`config.mk`:
```
export PLATFORM = sky130hd
export DESIGN_NAME = ibuf_write_ctrl
export DESIGN_NICKNAME = d
export VERILOG_FILES = /design/src/rtl/ibuf_write_ctrl.sv
export SDC_FILE = /design/constraint.sdc
export NUM_CORES = 2
export LEC_CHECK = 0
export ABC_AREA = 1
export ABC_CLOCK_PERIOD_IN_PS = 36900
export BUFFER_PORTS_ARGS = -buffer_cell sky130_fd_sc_hd__buf_2
export CAP_MARGIN = 20
export CORE_AREA = 2 2 653 655
export DETAILED_ROUTE_END_ITERATION = 7
export DIE_AREA = 0 0 655 657
export GPL_TIMING_DRIVEN = 0
export PLACE_DENSITY = 0.3
export SLEW_MARGIN = 20
export SYNTH_ARGS = -nofsm -noshare
export SYNTH_HDL_FRONTEND = slang
export SYNTH_SLANG_ARGS = --single-unit
export TNS_END_PERCENT = 1
```
`constraint.sdc`:
```
create_clock -name clk -period 36.9 [get_ports clk]
set_clock_uncertainty 0.1 [all_clocks]
set_input_delay 5.535 -clock clk [delete_from_list [all_inputs] [get_ports clk]]
set_output_delay 5.535 -clock clk [all_outputs]
set_load 0.02 [all_outputs]
```
`src/rtl/ibuf_write_ctrl.sv`:
```
// Purpose : writes DDR beats into NUM_BANKS input-buffer banks, one shared address per beat.
// Latency : 1 cycle from beat acceptance to bank write strobe/address/data.
// Backpres: ddr_ready is high only while a load is in progress; otherwise beats are not taken.
//
// Ports:
//   clk, reset                 rising-edge clock, asynchronous active-high reset
//   start, base_addr,          load command; parameters are latched on start in IDLE
//   num_beats, last_mask
//   ddr_valid/ddr_data/        incoming DDR beat stream (valid/ready handshake)
//   ddr_ready
//   bs_write_req/addr/data     registered per-bank write port
//   busy, done                 load in progress / one-cycle completion pulse
module ibuf_write_ctrl #(
  parameter int DDR_BANDWIDTH    = 512,
  parameter int NUM_BANKS        = 64,
  parameter int WRITE_ADDR_WIDTH = 8,
  parameter int COUNT_WIDTH      = 16
) (
  input  logic                                  clk,
  input  logic                                  reset,
  input  logic                                  start,
  input  logic [WRITE_ADDR_WIDTH-1:0]           base_addr,
  input  logic [COUNT_WIDTH-1:0]                num_beats,
  input  logic [NUM_BANKS-1:0]                  last_mask,
  input  logic                                  ddr_valid,
  input  logic [DDR_BANDWIDTH-1:0]              ddr_data,
  output logic                                  ddr_ready,
  output logic [NUM_BANKS-1:0]                  bs_write_req,
  output logic [NUM_BANKS*WRITE_ADDR_WIDTH-1:0] bs_write_addr,
  output logic [DDR_BANDWIDTH-1:0]              bs_write_data,
  output logic                                  busy,
  output logic                                  done
);

  localparam int WRITE_WIDTH = DDR_BANDWIDTH / NUM_BANKS;

  // Each bank receives an equal slice of the beat; reject uneven splits at elaboration.
  generate
    if (WRITE_WIDTH * NUM_BANKS != DDR_BANDWIDTH) begin : g_bad_split
      $error("DDR_BANDWIDTH must be an exact multiple of NUM_BANKS");
    end
  endgenerate

  typedef enum logic [1:0] {
    IDLE = 2'd0,
    LOAD = 2'd1,
    DONE = 2'd2
  } state_t;

  state_t                        state;
  logic [WRITE_ADDR_WIDTH-1:0]   base_q;
  logic [COUNT_WIDTH-1:0]        beats_q;
  logic [NUM_BANKS-1:0]          mask_q;
  logic [COUNT_WIDTH-1:0]        beat_cnt;

  logic                          accept;
  logic                          last_beat;
  logic [WRITE_ADDR_WIDTH-1:0]   cur_addr;

  // ddr_ready is only ever high in LOAD, so this is the sole acceptance condition.
  assign accept    = ddr_valid && ddr_ready;
  assign last_beat = (beat_cnt == beats_q - COUNT_WIDTH'(1));
  // Address wraps modulo 2^WRITE_ADDR_WIDTH by truncation.
  assign cur_addr  = base_q + WRITE_ADDR_WIDTH'(beat_cnt);

  always_ff @(posedge clk or posedge reset) begin
    if (reset) begin
      state         <= IDLE;
      base_q        <= '0;
      beats_q       <= '0;
      mask_q        <= '0;
      beat_cnt      <= '0;
      ddr_ready     <= 1'b0;
      bs_write_req  <= '0;
      bs_write_addr <= '0;
      bs_write_data <= '0;
      busy          <= 1'b0;
      done          <= 1'b0;
    end else begin
      // Strobe and done are single-cycle unless re-asserted below.
      bs_write_req <= '0;
      done         <= 1'b0;

      case (state)
        IDLE: begin
          if (start) begin
            base_q   <= base_addr;
            beats_q  <= num_beats;
            mask_q   <= last_mask;
            beat_cnt <= '0;
            busy     <= 1'b1;
            if (num_beats != '0) begin
              state     <= LOAD;
              ddr_ready <= 1'b1;
            end else begin
              // Empty load: pass straight through DONE with no writes.
              state <= DONE;
              done  <= 1'b1;
            end
          end
        end

        LOAD: begin
          if (accept) begin
            bs_write_data <= ddr_data;
            bs_write_addr <= {NUM_BANKS{cur_addr}};
            beat_cnt      <= beat_cnt + COUNT_WIDTH'(1);
            if (last_beat) begin
              // Final strobe and done land in the same cycle.
              bs_write_req <= mask_q;
              state        <= DONE;
              done         <= 1'b1;
              ddr_ready    <= 1'b0;
            end else begin
              bs_write_req <= '1;
            end
          end
        end

        DONE: begin
          state <= IDLE;
          busy  <= 1'b0;
        end

        default: begin
          state     <= IDLE;
          ddr_ready <= 1'b0;
          busy      <= 1'b0;
        end
      endcase
    end
  end

endmodule

```
# After elaboration in Yosys (flattened, before gate mapping)
# Cells that the tools add are included.
# classes
n_bitwise,2
mux,23
reduce_logical,10
eq_ne,7
n_addsub,3
# op_table
op,n
64-bit 2-to-1 mux,3
16-bit 2-to-1 mux,2
16-bit case mux with 2 select lines,1
"16-bit by 1-bit adder with 16-bit output, second input constant",1
16-bit == test,1
16-bit nonzero test,1
"16-bit by 1-bit subtractor with 16-bit output, second input constant",1
1-bit 2-to-1 mux,9
8-bit adder,1
2-bit 2-to-1 mux,4
"2-bit != test, second input constant",4
2-bit AND reduction,3
3-bit AND reduction,2
5-bit AND reduction,1
1-bit case mux with 2 select lines,2
2-bit case mux with 2 select lines,1
1-bit case mux with 3 select lines,1
"2-bit by 1-bit == test with 1-bit output, second input constant",1
"2-bit == test, second input constant",1
2-bit zero test,1
1-bit NOT,2
2-bit nonzero test,1
1-bit logical AND,1
# word_totals
regBits,1197
wordCells,56

# Logic depth before layout (Yosys ltp)
# depth
ltp_word,5
ltp_mapped,15
depth_no_buf,15

# Worst setup path before layout
# No wires, ideal clock.
# synth_path
path_type,flip-flop to output port
start,"reg, netlist name bs_write_addr[508]"
end,out bs_write_addr[100]
arrival_ps,1686
t_required_ps,31265
n_path_buf,1
slack_ps,29579
stages_incl_launch_ff,2
cell_sequence,dfrtp_1 -> buf_4
# synth_lines
element,line,text
end: declaration,29,"output logic [NUM_BANKS*WRITE_ADDR_WIDTH-1:0] bs_write_addr,"

# Final worst setup path
# layout_path
start,in ddr_valid
end,reg bs_write_req[11]
# layout_via
elab_chain_len,3
# layout_rtl
element,line,text
start: declaration,25,"input logic ddr_valid,"
1-bit logical AND,61,assign accept = ddr_valid && ddr_ready;
64-bit 2-to-1 mux,104,if (accept) begin
64-bit 2-to-1 mux,84,case (state)
end signal: assignment,110,bs_write_req <= mask_q;
end: declaration,28,"output logic [NUM_BANKS-1:0] bs_write_req,"
# No other way between the ends.
# A chain may end at the register's enable or synchronous reset.

==> flow_summary.ini <==
[place]
pre_cts_ws_ps = 27070
place_congestion = 0.881
dpl.hpwl_um = 225000
port_buffers = 1694
place_area_sq_um = 46900
placedCellCount = 10916

[power_and_ir_drop]
power-per-cell-area_nw_per_um2 = 35.9
p_comb_share_pct = 3.2
seq_power_share_pct = 42.0
internal_power_mw = 1.37
swShare_pct = 24.2
p_switching_uw = 438
p_leak_nw = 28.8
ir_drop_mv = 0.0357
p_clk_share_pct = 54.8

[yosys]
synth.distinct_cells = 41
netlist_area_sq_um = 30800
synth_area_per_cell_sq_um = 8.71
netlist_instances = 3538
ys_warn_count = 0
yosysSeqAreaShare_pct = 56.3
synthFlopType = dfrtp_1
synth-edff-count = 0
syn_nets = 4152
synth_seq_cells = 693
synthArstFlopShare_pct = 100

[detailed_routing]
vias = 30047
wl_per_cell_um = 22.8
vias_per_cell = 2.69
post-route-drc-count = 0
totalWireLength_um = 255000
ant_nets = 0
drt_iter0_markers = 1391
first_pass_iters = 5

[timing]
final_hold_viol_count = 0
finalSetupViolCount = 0
fmax_mhz = 120
setup_ws_ps = 28600
fin_tns_setup_ps = 0
tightest_slew_ps = 982
min_period_over_period_pct = 22.5
min_period_ps = 8300
relSlewSlack_pct = 34.6
slew_violations = 0
rsz0062_at_grt = false

[floorplanning]
start_util_pct = 7.29
die-area_sq_um = 430000
core-area_sq_um = 423000
row_count = 239
die_h_um = 657
die_w_um = 655
top_level_ports = 1695

[clocking]
cts_tree = yes
insertion_delay_ps = 830
cts_buffer_depth = 4
ctsHtreeMaxLevel = 3
ctsRootBufferMaster = clkbuf_16
numCtsBuffers = 97
cts_resized = 0
ctsHoldBuffers = 0
post_cts_buffers = 0
cts_sinks = 693
clk_pin_slew_ps = 60

[global_route]
grt.total_usage_pct = 11.4
antenna_found_initial = 190
use_met2_pct = 18.5
met3_usage_pct = 5.95
grt_pass1_wl_um = 320000
grt_pass1_vias = 29891
grt_busiest_layer = met2
grt_max_degree = 92
use_met1_pct = 13.2
grt-ovfl-total = 0

[setup_path]
endpoint_kind = flip-flop
critical_path_arrival_ps = 8850
cp-start-kind = input port
cp.required_ps = 37450
cp_max_fo = 10
critical_path_class = in2reg

[finish]
layout.nets = 5966
drive_gt1_share_pct = 45.5
mostFrequentLayoutCells = 1744 x nand2_1, 1698 x buf_2, 685 x dfrtp_1
fin_util_pct = 11.9
finalInstanceArea_sq_um = 50300
syn_to_final_growth_pct = 63.4
fin_cells = 11160
final_common_cell = nand2_1

[min_path]
min_path_type = reg2reg

[run_status]
status = completed

[run]
cap_violations = 0
-- cell usage after synthesis (2+ instances only) --
cell type	number	area [sq um]
xor2_1	6	52.6
nor2_2	3	18.8
clkbuf_1	136	510
ha_1	9	113
nand2_1	1744	6550
buf_2	4	20.0
xnor2_1	14	123
nand4_1	8	50.1
o21ai_0	98	490
buf_4	504	3780
buf_1	4	15.0
nor2_1	41	154
nor3_1	5	25.0
nor2_4	3	33.8
nand2_2	2	12.5
a21oi_1	32	160
o21ai_1	3	15.0
buf_12	5	100
buf_6	2	22.5
inv_1	122	458
a21oi_2	50	438
inv_2	5	18.8
dfrtp_1	693	17300
nand3b_1	5	37.5
nand3_1	24	120
-- state kept, by name, summed over array words and instances, names as in the netlist --
register	cells
bs_write_addr	8
bs_write_req	64
beats_q	16
base_q	8
ddr_ready	1
done	1
bs_write_data	512
busy	1
beat_cnt	16
state	2
mask_q	64
-- critical path, stage by stage --
cell and delay (ps):
buf_2 150, nand2_1 150, nor2_4 680, inv_2 320, buf_2 400, clkbuf_2 470, clkbuf_1 350, a21oi_1 660
-- stage by stage --
stage          hold slack [ps]  power, mW
6_report                   362       1.81
5_1_grt                    383       1.89
4_1_cts                    368       1.86
3_5_place_dp               353      0.835
3_3_place_gp               354      0.833
2_1_floorplan              355      0.786
-- cell type report --
cell class / instances / area (sq um)
diodes: 74 / 185
clock inverters: 27 / 389
flip-flops and latches: 693 / 17400
multi-input cells: 2063 / 8550
fillers: 49194 / 372000
repair buffers: 1715 / 8990
well taps: 5663 / 7090
clock buffers: 143 / 2840
plain buffers: 655 / 4470
inverters: 127 / 484
-- power groups by stage --
| stage | logic [mW] | registers, mW | clock network [mW] |
|---|---|---|---|
| after floorplan | 0.0115 | 0.775 | 0 |
| after global routing | 0.0655 | 0.760 | 1.06 |
| after CTS | 0.0614 | 0.760 | 1.04 |
| after global placement | 0.0576 | 0.775 | 0 |
| after detailed placement | 0.0612 | 0.774 | 0 |
| final | 0.0585 | 0.760 | 0.991 |
-- routing by layer --
metal / up-vias / wire length, um
met4: 116 / 6170
met3: 350 / 32300
met1: 14257 / 99800
met5: - / 974
met2: 1296 / 116000
li1: 14028 / -
-- final timing paths --
kind	startpoint	endpoint	slack, ps	cells after the start
worst max-delay path	ddr_valid	bs_write_req[11]	28600	8
worst min-delay path	bs_write_data[202]	bs_write_data[202]	360	2
worst max register to register	state[1]	bs_write_req[11]	32910	8
worst min register to register	bs_write_data[202]	bs_write_data[202]	360	2
max in group asynchronous	reset	mask_q[34]	29540	6
min in group asynchronous	reset	bs_write_data[424]	4680	2
-- logic make-up after synthesis --
group / share of synthesized area (%)
flip-flops: 56.3
multiplexers: 0.0325
AO/OA/AOI/OAI: 3.78
buffers and inverters: 16.0
adder cells (fa/ha/maj): 0.430
XOR/XNOR: 0.621
AND/OR/NAND/NOR: 22.9
No activity file was read; power rests on OpenSTA's default activity.
